--- config.mk ---
export PLATFORM = sky130hd
export DESIGN_NAME = circular_buffer_read_master
export DESIGN_NICKNAME = d
export VERILOG_FILES = /design/src/rtl/circular_buffer_read_master.sv
export SDC_FILE = /design/constraint.sdc
export NUM_CORES = 1
export LEC_CHECK = 0
export ABC_CLOCK_PERIOD_IN_PS = 1900
export CAP_MARGIN = 20
export CORE_MARGIN = 2
export CORE_UTILIZATION = 62
export CTS_CLUSTER_DIAMETER = 100
export CTS_CLUSTER_SIZE = 24
export DETAILED_ROUTE_END_ITERATION = 6
export DONT_BUFFER_PORTS = 1
export GPL_ROUTABILITY_DRIVEN = 0
export GPL_TIMING_DRIVEN = 0
export HOLD_SLACK_MARGIN = 0.1
export PLACE_DENSITY = 0.8
export SYNTH_ARGS = -nofsm -noshare
export SYNTH_HDL_FRONTEND = slang
export SYNTH_SLANG_ARGS = --single-unit
--- constraint.sdc ---
create_clock -name clk -period 1.9 [get_ports clk]
set_input_delay 0.285 -clock clk [delete_from_list [all_inputs] [get_ports clk]]
set_output_delay 0.285 -clock clk [all_outputs]
set_load 0.01 [all_outputs]
--- src/rtl/circular_buffer_read_master.sv ---
// circular_buffer_read_master
//   Consumer-side controller for the circular buffer read port. On start it
//   fetches a burst of `count` words. For each word it raises read_enable,
//   waits for the buffer's valid, captures rdata, then drops read_enable so
//   the buffer advances its read pointer. Each captured word is offered
//   downstream on a valid/ready handshake. done pulses at the end of the burst.
//
// Ports
//   clk, rst          clock; synchronous active-low reset
//   start, count      burst request and length (sampled in IDLE only)
//   empty, valid,     buffer status and read data
//   rdata
//   read_enable       read request to the buffer
//   dout, dout_valid, captured word and downstream handshake
//   dout_ready
//   busy, done        status; done is a one-cycle completion pulse
//   words_read        words accepted downstream in the current/last burst
//
// state    | meaning
// ---------+-----------------------------------------------------------
// IDLE     | waiting for start
// CHECK    | waiting for the buffer to be non-empty
// REQ      | read_enable high, waiting for buffer valid
// RELEASE  | read_enable dropped; buffer moves to pointer update
// SETTLE   | buffer updates its read pointer so empty is current
// PRESENT  | dout_valid high until downstream accepts
// FINISH   | done pulse, back to IDLE

module circular_buffer_read_master #(
  parameter int DATA_W = 16,
  parameter int CNT_W  = 8
) (
  input  logic              clk,
  input  logic              rst,
  input  logic              start,
  input  logic [CNT_W-1:0]  count,
  input  logic              empty,
  input  logic              valid,
  input  logic [DATA_W-1:0] rdata,
  output logic              read_enable,
  output logic [DATA_W-1:0] dout,
  output logic              dout_valid,
  input  logic              dout_ready,
  output logic              busy,
  output logic              done,
  output logic [CNT_W-1:0]  words_read
);

  typedef enum logic [2:0] {
    S_IDLE,
    S_CHECK,
    S_REQ,
    S_RELEASE,
    S_SETTLE,
    S_PRESENT,
    S_FINISH
  } state_t;

  state_t             state;
  logic [CNT_W-1:0]   remaining;

  // Outputs are registered: each branch sets the value that belongs to the
  // state being entered. read_enable, dout_valid and done default low so
  // they can only be high in REQ, PRESENT and FINISH respectively.
  always_ff @(posedge clk) begin
    if (!rst) begin
      state       <= S_IDLE;
      remaining   <= '0;
      read_enable <= 1'b0;
      dout        <= '0;
      dout_valid  <= 1'b0;
      busy        <= 1'b0;
      done        <= 1'b0;
      words_read  <= '0;
    end else begin
      read_enable <= 1'b0;
      dout_valid  <= 1'b0;
      done        <= 1'b0;

      case (state)
        S_IDLE: begin
          if (start) begin
            words_read <= '0;
            busy       <= 1'b1;
            if (count != '0) begin
              remaining <= count;
              state     <= S_CHECK;
            end else begin
              remaining <= '0;
              done      <= 1'b1;
              state     <= S_FINISH;
            end
          end
        end

        S_CHECK: begin
          if (!empty) begin
            read_enable <= 1'b1;
            state       <= S_REQ;
          end
        end

        // valid may arrive late when the buffer services a write first;
        // read_enable stays high continuously until it does.
        S_REQ: begin
          if (valid) begin
            dout  <= rdata;
            state <= S_RELEASE;
          end else begin
            read_enable <= 1'b1;
          end
        end

        S_RELEASE: begin
          state <= S_SETTLE;
        end

        S_SETTLE: begin
          dout_valid <= 1'b1;
          state      <= S_PRESENT;
        end

        S_PRESENT: begin
          if (dout_ready) begin
            words_read <= words_read + CNT_W'(1);
            remaining  <= remaining - CNT_W'(1);
            if (remaining > CNT_W'(1)) begin
              state <= S_CHECK;
            end else begin
              done  <= 1'b1;
              state <= S_FINISH;
            end
          end else begin
            dout_valid <= 1'b1;
          end
        end

        S_FINISH: begin
          busy  <= 1'b0;
          state <= S_IDLE;
        end

        default: begin
          busy  <= 1'b0;
          state <= S_IDLE;
        end
      endcase
    end
  end

endmodule
==> flow_metrics.py <==
metrics = {
    "synth": {
        "synth_top_cell_by_area": "dfxtp_1",
        "synth_top_flop_cell": "dfxtp_1",
        "synth_edf_count": 0,
        "synthArstFlopShare_pct": 0,
        "synth_area_leaders": "dfxtp_1 (42%), nand2_1 (8.7%), a21oi_1 (8.3%)",
        "syn_nets": 267,
        "synth_cell_types": 45,
        "syn-instance-count": 234,
        "yosysSeqAreaShare_pct": 41.9,
        "synth_top_cells_by_count": "nand2_1 (43), dfxtp_1 (39), a21oi_1 (31)",
        "synth_top_area_share_pct": 41.9,
        "ys_warn_count": 0,
        "syn_area_um2": 1860,
        "synth-seq-cells": 39,
        "synth_most_common_cell": "nand2_1",
        "syn_avg_cell_area_um2": 7.97,
    },
    "power_and_ir_drop": {
        "ir_drop_v": 0.000794,
        "power_density_nw_per_um2": 1080,
        "leakage_nw": 0.769,
        "internal_power_mw": 1.44,
        "power.switching_mw": 0.931,
        "power_frac_comb_pct": 37.0,
        "swShare_pct": 39.2,
        "totalPowerFinal_mw": 2.37,
        "p_seq_share_pct": 45.4,
        "pwr-share-clk_pct": 17.5,
    },
    "die": {
        "fp.dieH_um": 58.8,
        "num_rows": 19,
        "die_area_um2": 3460,
        "core_um2": 2810,
        "io_pins": 58,
        "start_util_pct": 66.5,
        "die_x_um": 58.8,
    },
    "routing": {
        "avgRoutedWirePerCell_um": 16.7,
        "vias": 1852,
        "first_iter_violations": 124,
        "viasPerCell": 6.34,
        "wl_um": 4890,
        "firstDrtPassIters": 7,
        "final_antenna_net_count": 0,
        "drcViolationCount": 4,
    },
    "layout": {
        "finish.net_count": 293,
        "diodes": 0,
        "multiInputGateArea_um2": 1040,
        "final_core_util_pct": 78.5,
        "final.fill_count": 198,
        "regArea_um2": 781,
        "finalNonFillerCells": 292,
        "syn2layout_area_growth_pct": 18.2,
        "drive_gt1_share_pct": 9.20,
    },
    "timing": {
        "setup-tns-final_ps": 0,
        "fin_crit_ps": 1830,
        "hold_violations": 0,
        "maxSlewHeadroom_pct": 44.2,
        "skew_ps": 3.50,
        "slew_violations": 0,
        "min_period_over_period_pct": 96.2,
        "tightest_slew_ps": 829,
        "clock.fmax_ghz": 0.547,
        "worst_slack_ps": 72.9,
        "finalSetupViolations": 0,
    },
    "cts": {
        "numCtsBuffers": 5,
        "cts_tree": "done",
        "cts-root-buf": "clkbuf_4",
        "clock_sinks": 39,
        "clk_pin_slew_worst_paths_ps": 120,
        "htreeDepth": 2,
        "clk_path_buf_depth": 2,
        "clk_latency_ps": 340,
        "cts_setup_buffers": 0,
    },
    "grt": {
        "antenna_found_initial": 0,
        "grt-ovfl-total": 0,
        "grt_max_degree": 13,
        "grt_usage_pct": 29.4,
        "grt_pass1_vias": 1751,
        "grt_pass1_wl_um": 7890,
    },
    "min_path": {
        "min_path_type": "in -> reg",
    },
    "placement": {
        "numPortBuffers": 0,
        "dp_hpwl_um": 3190,
        "place_inst": 265,
        "place_ws_ps": 71.9,
    },
    "setup_path": {
        "crit_type": "reg -> reg",
        "cp_max_fo": 10,
        "worst_ep_required_time_ps": 2140,
        "endpoint_kind": "flop",
        "crit_arrival_ps": 2060,
        "crit_path_start_kind": "flop",
    },
    "flow_run": {
        "cap_viol_max_count": 0,
    },
    "outcome": {
        "status": "complete, but fails checks",
        "violations": "DRC",
    },
}
==> metrics by stage <==
step | hold slack (ps) | cell area [µm²]
floorplan | 377 | 1860
global placement | 396 | 1900
detailed placement | 393 | 1900
CTS | 118 | 2150
global route | 114 | 2200
finish | 138 | 2200
==> sequential cells by signal, indices dropped and copies added, names as in the netlist <==
name,flops
state,3
done,1
read_enable,1
dout,16
words_read,8
dout_valid,1
remaining,8
busy,1
==> power groups by stage <==
| stage | clock network [mW] | registers [mW] | logic [mW] |
|---|---|---|---|
| 2_1_floorplan | 0 | 1.05 | 0.606 |
| 3_3_place_gp | 0 | 1.07 | 0.724 |
| 3_5_place_dp | 0 | 1.08 | 0.759 |
| 4_1_cts | 0.416 | 1.06 | 0.794 |
| 5_1_grt | 0.456 | 1.09 | 0.965 |
| 6_report | 0.416 | 1.08 | 0.878 |
==> layout by cell type (no fill, tap or decap), drive strengths merged, types with 3 or more instances in the layout <==
cell / netlist / final
xnor2: 5 / 5
nor4: 3 / 3
nand3: 4 / 4
dfxtp: 39 / 39
o21ai: 10 / 10
a21oi: 31 / 31
nand2: 43 / 43
clkbuf: 12 / 18
inv: 10 / 10
ha: 3 / 3
a211oi: 4 / 4
a32o: 3 / 3
dlygate4sd3: 0 / 19
nor2: 14 / 14
nor4b: 3 / 3
a2111oi: 3 / 3
nor2b: 3 / 3
and3: 4 / 4
nand2b: 4 / 4
==> final timing paths <==
kind                            startpoint       endpoint  slack, ps  cells past startpoint
worst max-delay path              state[0]  words_read[5]         70                      6
worst min-delay path              count[3]   remaining[3]        140                      2
worst max register to register    state[0]  words_read[5]         70                      6
worst min register to register    dout[14]       dout[14]        510                      2
==> repair_timing <==
| action | in CTS | in global routing |
|---|---|---|
| gates resized for setup | 0 | 16 |
| endpoints found under the hold margin | 19 | 0 |
| endpoints found under the setup margin | 0 | 28 |
| hold buffers | 19 | 0 |
==> layer usage <==
layer / routed length (µm) / global-route usage, % / up-vias
li1: - / - / 883
met2: 2410 / 50.3 / 98
met3: 444 / 7.25 / 12
met5: 0 / 0 / -
met4: 87 / 11.4 / 0
met1: 1950 / 35.3 / 859
==> cell type report <==
type                            count  area share, %
Clock buffer                        6           1.87
Clock inverter                      2          0.568
Tap cell                           31           1.76
Sequential cell                    39           35.4
Buffer                             14           3.01
Multi-Input combinational cell    171           47.0
Inverter                           10           1.70
Timing Repair Buffer               19           8.63
==> worst max-delay path, cell delays in order (launching register included) <==
cell and delay [ps]:
dfxtp_1 330, buf_6 130, or3b_4 410, a21o_4 260, clkbuf_2 220, o31ai_2 280
a21oi_1 90
==> cell families (layout without fill, tap and decap cells) <==
| family | after synthesis | after routing | share of synthesized area, % |
|---|---|---|---|
| compound gates | 68 | 68 | 23.0 |
| xor+xnor | 6 | 6 | 2.82 |
| simple gates | 94 | 94 | 25.0 |
| flops | 39 | 39 | 41.9 |
| buf+inv | 24 | 51 | 5.30 |
| fa+ha+maj | 3 | 3 | 2.01 |
Power figures use the tool's default switching activity.
